<file path="src/rtl/lfsr_if.sv">
// Control and observation bundle for lfsr_gen: step/load requests in,
// state and period-measurement flags out.
interface lfsr_if #(
    parameter int WIDTH = 4
);
    logic             en;
    logic             load;
    logic [WIDTH-1:0] seed;
    logic [WIDTH-1:0] q;
    logic             serial_out;
    logic             lockup;
    logic             period_done;
    logic [WIDTH-1:0] period_len;

    modport master (
        output en, load, seed,
        input  q, serial_out, lockup, period_done, period_len
    );

    modport slave (
        input  en, load, seed,
        output q, serial_out, lockup, period_done, period_len
    );
endinterface

</file>
<file path="src/rtl/lfsr_gen.sv">
// Parametrised Fibonacci/Galois LFSR with seed load, all-zero lockup recovery
// and measurement of the step count between returns to the start value.
module lfsr_gen #(
    parameter int               WIDTH        = 4,
    parameter logic [WIDTH-1:0] TAPS         = 4'b1000,
    parameter int               MODE         = 1,
    parameter logic [WIDTH-1:0] SEED_DEFAULT = 'd1
) (
    input  logic  clk,
    input  logic  rst_n,
    lfsr_if.slave bus
);
    logic [WIDTH-1:0] q_q, q_d;
    logic [WIDTH-1:0] start_q, start_d;
    logic [WIDTH-1:0] cnt_q, cnt_d;
    logic [WIDTH-1:0] period_len_q, period_len_d;
    logic             lockup_q, lockup_d;
    logic             period_done_q, period_done_d;

    logic [WIDTH-1:0] step_fib;
    logic [WIDTH-1:0] step_gal;
    logic [WIDTH-1:0] step_nxt;
    logic [WIDTH-1:0] cnt_inc;

    assign step_fib = {q_q[WIDTH-2:0], ^(q_q & TAPS)};

    // Galois: the MSB rotates into bit 0 and is folded into every tapped bit.
    assign step_gal[0] = q_q[WIDTH-1];
    generate
        for (genvar gi = 1; gi < WIDTH; gi++) begin : g_galois
            assign step_gal[gi] = q_q[gi-1] ^ (TAPS[gi] & q_q[WIDTH-1]);
        end
    endgenerate

    assign step_nxt = (MODE != 0) ? step_gal : step_fib;
    assign cnt_inc  = cnt_q + 1'b1;

    always_comb begin
        q_d           = q_q;
        start_d       = start_q;
        cnt_d         = cnt_q;
        period_len_d  = period_len_q;
        lockup_d      = 1'b0;
        period_done_d = 1'b0;
        if (bus.load) begin
            if (bus.seed == '0) begin
                q_d      = SEED_DEFAULT;
                start_d  = SEED_DEFAULT;
                lockup_d = 1'b1;
            end else begin
                q_d     = bus.seed;
                start_d = bus.seed;
            end
            cnt_d = '0;
        end else if (bus.en) begin
            if (q_q == '0) begin
                q_d      = SEED_DEFAULT;
                start_d  = SEED_DEFAULT;
                cnt_d    = '0;
                lockup_d = 1'b1;
            end else begin
                q_d = step_nxt;
                if (step_nxt == start_q) begin
                    period_done_d = 1'b1;
                    period_len_d  = cnt_inc;
                    cnt_d         = '0;
                end else begin
                    cnt_d = cnt_inc;
                end
            end
        end
    end

    always_ff @(posedge clk or negedge rst_n) begin
        if (!rst_n) begin
            q_q           <= SEED_DEFAULT;
            start_q       <= SEED_DEFAULT;
            cnt_q         <= '0;
            period_len_q  <= '0;
            lockup_q      <= 1'b0;
            period_done_q <= 1'b0;
        end else begin
            q_q           <= q_d;
            start_q       <= start_d;
            cnt_q         <= cnt_d;
            period_len_q  <= period_len_d;
            lockup_q      <= lockup_d;
            period_done_q <= period_done_d;
        end
    end

    assign bus.q           = q_q;
    assign bus.serial_out  = q_q[WIDTH-1];
    assign bus.lockup      = lockup_q;
    assign bus.period_done = period_done_q;
    assign bus.period_len  = period_len_q;
endmodule

</file>
<file path="src/flat_wrapper.sv">
// flat-port wrapper written by rule: the top's interface ports become plain ports
module lfsr_gen_flat 
#(
    parameter int               WIDTH        = 4,
    parameter logic [WIDTH-1:0] TAPS         = 4'b1000,
    parameter int               MODE         = 1,
    parameter logic [WIDTH-1:0] SEED_DEFAULT = 'd1
)
  (clk, rst_n, bus_en, bus_load, bus_seed, bus_q, bus_serial_out, bus_lockup, bus_period_done, bus_period_len);
  lfsr_if #(.WIDTH(WIDTH)) bus_i ();
  input  logic clk;
  input  logic rst_n;
  input wire logic [$bits(bus_i.en)-1:0] bus_en;
  input wire logic [$bits(bus_i.load)-1:0] bus_load;
  input wire logic [$bits(bus_i.seed)-1:0] bus_seed;
  output wire logic [$bits(bus_i.q)-1:0] bus_q;
  output wire logic [$bits(bus_i.serial_out)-1:0] bus_serial_out;
  output wire logic [$bits(bus_i.lockup)-1:0] bus_lockup;
  output wire logic [$bits(bus_i.period_done)-1:0] bus_period_done;
  output wire logic [$bits(bus_i.period_len)-1:0] bus_period_len;
  assign bus_i.en = bus_en;
  assign bus_i.load = bus_load;
  assign bus_i.seed = bus_seed;
  assign bus_q = bus_i.q;
  assign bus_serial_out = bus_i.serial_out;
  assign bus_lockup = bus_i.lockup;
  assign bus_period_done = bus_i.period_done;
  assign bus_period_len = bus_i.period_len;
  lfsr_gen #(.WIDTH(WIDTH), .TAPS(TAPS), .MODE(MODE), .SEED_DEFAULT(SEED_DEFAULT)) u_core (.clk(clk), .rst_n(rst_n), .bus(bus_i));
endmodule
</file>
<file path="config.mk">
export PLATFORM = sky130hd
export DESIGN_NAME = lfsr_gen_flat
export DESIGN_NICKNAME = d
export VERILOG_FILES = /design/src/rtl/lfsr_if.sv /design/src/rtl/lfsr_gen.sv /design/src/flat_wrapper.sv
export SDC_FILE = /design/constraint.sdc
export NUM_CORES = 1
export LEC_CHECK = 0
export CAP_MARGIN = 40
export CELL_PAD_IN_SITES_DETAIL_PLACEMENT = 1
export CELL_PAD_IN_SITES_GLOBAL_PLACEMENT = 2
export CORE_ASPECT_RATIO = 1.2
export CORE_MARGIN = 2
export CORE_UTILIZATION = 28
export DETAILED_ROUTE_END_ITERATION = 10
export PLACE_DENSITY_LB_ADDON = 0.1
export SLEW_MARGIN = 20
export SYNTH_ARGS = -nofsm -noshare
export SYNTH_HDL_FRONTEND = slang
export SYNTH_SLANG_ARGS = --single-unit
</file>
<file path="constraint.sdc">
create_clock -name clk -period 2.1 [get_ports clk]
set_clock_uncertainty 0.2 [all_clocks]
set_input_delay 0.42 -clock clk [delete_from_list [all_inputs] [get_ports clk]]
set_output_delay 0.42 -clock clk [all_outputs]
set_load 0.02 [all_outputs]
</file>
# After elaboration in Yosys (flattened, before gate mapping)
# Index checks and enable logic that the tools add are counted.
[op_classes] addsub=1 n_eq_ne=1 mux=19 bitwise_logic=3 reduce_logical=6
[op_table] operator="two-way mux 4 bit" n=11
[op_table] operator="logical NOT 4 bit" n=2
[op_table] operator="two-way mux 1 bit" n=8
[op_table] operator="adder 4 x 1 -> 4 bit, second input constant" n=1
[op_table] operator="equality test 4 bit" n=1
[op_table] operator="AND reduction 4 bit" n=1
[op_table] operator="nonzero test 2 bit" n=2
[op_table] operator="inverter 1 bit" n=2
[op_table] operator="AND reduction 2 bit" n=1
[op_table] operator="bitwise XOR 1 bit" n=1
[word_totals] register_bits=18 in_bits=8 output_inout_bits=11 elab_cells=36

# Logic depth before layout (Yosys ltp)
[logic_depth] word_depth=6 ltp_mapped=7 depth_no_buf=6

# Worst setup path after synthesis
# No wires, ideal clock.
[synth_timing] path_kind="register to register" start="reg u_core.q_q[3], in the netlist u_core.bus.q[3]" end="reg u_core.period_len_q[1], in the netlist u_core.bus.period_len[1]" setup_ns=0.125 arrival_time_ns=2.089 t_required_ns=1.775 setup_slack_ns=-0.314 path_stages_with_launch=8 n_path_buf=1 period_less_slack_ns=2.414 path_cell_list="dfrtp_1 -> inv_1 -> ha_1 -> xnor2_2 -> nand4_1 -> or4b_1 -> buf_6 -> mux2_4"
[synth_via] elab_chain_len=3 elab_cells_between_ends=5 cone_classes="1 x eq/ne; 2 x bitwise; 2 x reduce/logical"
[synth_rtl] item="start, declared" line_no="lfsr_gen.sv:13" source="logic [WIDTH-1:0] q_q, q_d;"
[synth_rtl] item="start signal, assigned" line_no="lfsr_gen.sv:83" source="q_q <= q_d;"
[synth_rtl] item="bitwise XOR 1 bit / logical NOT 4 bit (equally long branches)" line_no="lfsr_gen.sv:31, lfsr_gen.sv:56"
[synth_rtl] item="equality test 4 bit / inverter 1 bit (equally long branches)"
[synth_rtl] item="AND reduction 4 bit (no source line) *"
[synth_rtl] item="end signal, assigned" line_no="lfsr_gen.sv:86" source="period_len_q <= period_len_d;"
[synth_rtl] item="end, declared" line_no="lfsr_gen.sv:16" source="logic [WIDTH-1:0] period_len_q, period_len_d;"
# Mark *: on every way between the ends. The rest lies on a longest branch, timed or not.
# A chain may end at the register's enable or synchronous reset.

# Worst setup path in the final report
# Ends and elaborated chain as after synthesis.

==> flow_summary.ini <==
[placed_design]
gp_congestion = 0.641
dp.final_hpwl_mm = 1.56
port_buffers = 18
place_inst = 142

[cts]
clock-root-buffer = clkbuf_4
clk_path_buf_depth = 2
cts_tree = yes
cts.clk_slew.worst_paths_ns = 0.11
cts_buffers = 3
cts_hold_buffers = 0
cts_max_level = 1
clock_latency_ns = 0.30
clkSinkCount = 18

[pwr]
powerDensity_nw_per_um2 = 730
power_uw = 906
irDropWorstVdd_uv = 304
total_leakage_power_uw = 0.000610

[synthesis]
syn-cell-area_um2 = 881
synth_warnings = 0
seq_area_frac_synth_pct = 51.4
yosys.area_share.simple_pct = 15.6
synth.distinct_cells = 30
syn_inst = 81
ys_seq_elements = 18
synth_compound_area_share_pct = 9.38
synthXorXnorAreaFrac_pct = 5.82
synth_mux_area_share_pct = 9.80
syn_area_per_cell_um2 = 10.9
yosys.area_share.adder_pct = 2.84
synth.net_count = 91
synth_top_family_by_area = simple AND/OR/NAND/NOR gates

[route]
via_count = 695
routed_wl_mm = 2.11
drtAntennaViolNets = 0
via_per_inst = 4.70
drt_iter0_drc = 4
wl_per_cell_um = 14.3
first_pass_iters = 2
drc_errors = 0

[finish]
layout_common_cells = clkdlybuf4s50_1 (16), nand2_1 (14), dfrtp_1 (14)
drive_above_1_share_pct = 28.6
diodes = 0
fillCellCount = 354
area_growth_pct = 40.8
stdcell_count = 148
final_nets = 123
mostFrequentLayoutCell = clkdlybuf4s50_1

[setup_path]
crit_path_end_kind = flip-flop
startpoint_type = flip-flop
reg2regPathDepth = 6
max_stage_delay_ns = 0.57
r2r_slack_ns = -0.1
cp.buffers_inverters = 1
crit_type = flip-flop to flip-flop
r2r_start = u_core.bus.q[3]
cpLargestDelayFamily = simple AND/OR/NAND/NOR gates
r2r-end = u_core.bus.period_len[1]
crit_arrival_ns = 2.19
crit_slowest_cell = or4b_4
crit_chain = inv_2, ha_4, xnor2_2, nand4_1, or4b_4, mux2_4
critPathRequiredTime_ns = 2.09
cp_max_fo = 4

[timing]
setup-violations-final = 4
slew_headroom_pct = 76.5
fmax_mhz = 455
period_needed_ns = 2.20
rsz0062_at_grt = true
fin_ws_ns = -0.0996
worstMarginPinSlew_ns = 0.352
period_share_pct = 105
drv_slew = 0
hold_viol_final = 0

[floorplanning]
die_w_um = 55.2
die_height_um = 65.4
pin_count = 19
initial_utilization_pct = 29.1
die_area_um2 = 3610
num_rows = 22
core-area_um2 = 3030

[global_routing]
grt_pass1_wl_mm = 3.57
grtUsageTotal_pct = 13.0
grt_overflow_total = 0
antenna_found_initial = 0
grt_pass1_vias = 750
grt_max_degree = 19

[worst_hold_path]
min_path_type = primary input to async pin

[outcome]
violations = negative setup slack
status = complete, but fails checks

[run]
cap_violations = 0
==> synthesized netlist by cell type <==
| cell type | number | area [um^2] |
|---|---|---|
| nor3_1 | 1 | 5.00 |
| nor2_1 | 2 | 7.51 |
| xnor2_2 | 1 | 16.3 |
| nand3b_1 | 1 | 7.51 |
| or2_2 | 1 | 6.26 |
| or4b_1 | 1 | 10.0 |
| mux2_4 | 3 | 45.0 |
| dfstp_2 | 2 | 52.6 |
| mux2_2 | 1 | 11.3 |
| o211ai_1 | 1 | 7.51 |
| o21ai_0 | 6 | 30.0 |
| xnor2_1 | 4 | 35.0 |
| a21oi_1 | 1 | 5.00 |
| a22oi_1 | 1 | 7.51 |
| buf_4 | 1 | 7.51 |
| ha_1 | 2 | 25.0 |
| buf_6 | 1 | 11.3 |
| nand4_1 | 1 | 6.26 |
| and2b_1 | 2 | 15.0 |
| and2_2 | 1 | 7.51 |
| o22ai_1 | 1 | 6.26 |
| mux2i_1 | 3 | 30.0 |
| nand2_1 | 14 | 52.6 |
| dfrtp_1 | 16 | 400 |
| a22o_1 | 2 | 17.5 |
| inv_1 | 5 | 18.8 |
| clkbuf_1 | 2 | 7.51 |
| nand3_1 | 1 | 5.00 |
| nor3b_1 | 2 | 15.0 |
| o22a_1 | 1 | 8.76 |
==> repair_timing <==
item	CTS	global route
hold endpoints to repair	0	0
buffers inserted	1	1
gates resized for setup	2	3
setup endpoints to repair	5	5
==> routing by layer <==
layer / global-route usage (%) / wire length, um / vias up
li1: - / - / 335
met1: 13.5 / 849 / 341
met2: 24.0 / 1160 / 15
met3: 3.35 / 67 / 4
met4: 7.01 / 37 / 0
met5: 0 / 0 / -
==> kinds of logic (layout without fill, tap and decap cells) <==
logic type | Yosys count | after routing
xor gates and xnor gates | 5 | 5
adders and majority gates | 2 | 2
buffers and inverters | 9 | 40
AOI/OAI and AO/OA | 13 | 13
muxes | 7 | 7
DFF | 18 | 18
and+or+nand+nor | 27 | 27
==> sequential cells by signal (all words and copies together), names as in the netlist <==
name,count
u_core.cnt_q,4
u_core.bus.q,4
u_core.start_q,4
u_core.bus.period_done,1
u_core.bus.period_len,4
u_core.bus.lockup,1
==> power by group <==
group	internal [uW]	switching (uW)
Combinational	148	124
Sequential	387	25.0
Clock	106	116
==> worst max-delay path by stage <==
stage / slack, ns / startpoint / cells past startpoint / to
6_report: -0.1 / u_core.bus.q[3] / 6 / u_core.bus.period_len[1]
5_1_grt: -0.14 / u_core.bus.q[3] / 6 / u_core.bus.period_len[1]
4_1_cts: -0.06 / u_core.bus.q[3] / 6 / u_core.bus.period_len[1]
3_5_place_dp: -0.12 / u_core.bus.q[3] / 6 / u_core.bus.period_len[2]
3_3_place_gp: -0.07 / u_core.bus.q[3] / 6 / u_core.bus.period_len[2]
2_1_floorplan: -0.14 / u_core.bus.q[3] / 7 / u_core.bus.period_len[1]
==> cell type report <==
type | instances | area [um^2] | area share (%)
Inverter | 5 | 18.8 | 1.51
Multi-Input combinational cell | 54 | 405 | 32.7
Sequential cell | 18 | 455 | 36.7
Tap cell | 36 | 45.0 | 3.63
Clock buffer | 4 | 36.3 | 2.93
Timing Repair Buffer | 31 | 279 | 22.5
==> metrics by stage <==
stage	setup WS (ns)	util, %	cell area, um^2	setup TNS (ns)	hold slack [ns]
2_1_floorplan	-0.140	-	896	-0.419	-0.0756
3_3_place_gp	-0.0684	38.9	1180	-0.245	0.283
3_5_place_dp	-0.118	38.9	1180	-0.442	0.288
4_1_cts	-0.0553	40.4	1220	-0.155	0.249
5_1_grt	-0.141	41.0	1240	-0.477	0.252
6_report	-0.0996	41.0	1240	-0.344	0.244
No activity file was read; power rests on OpenSTA's default activity.
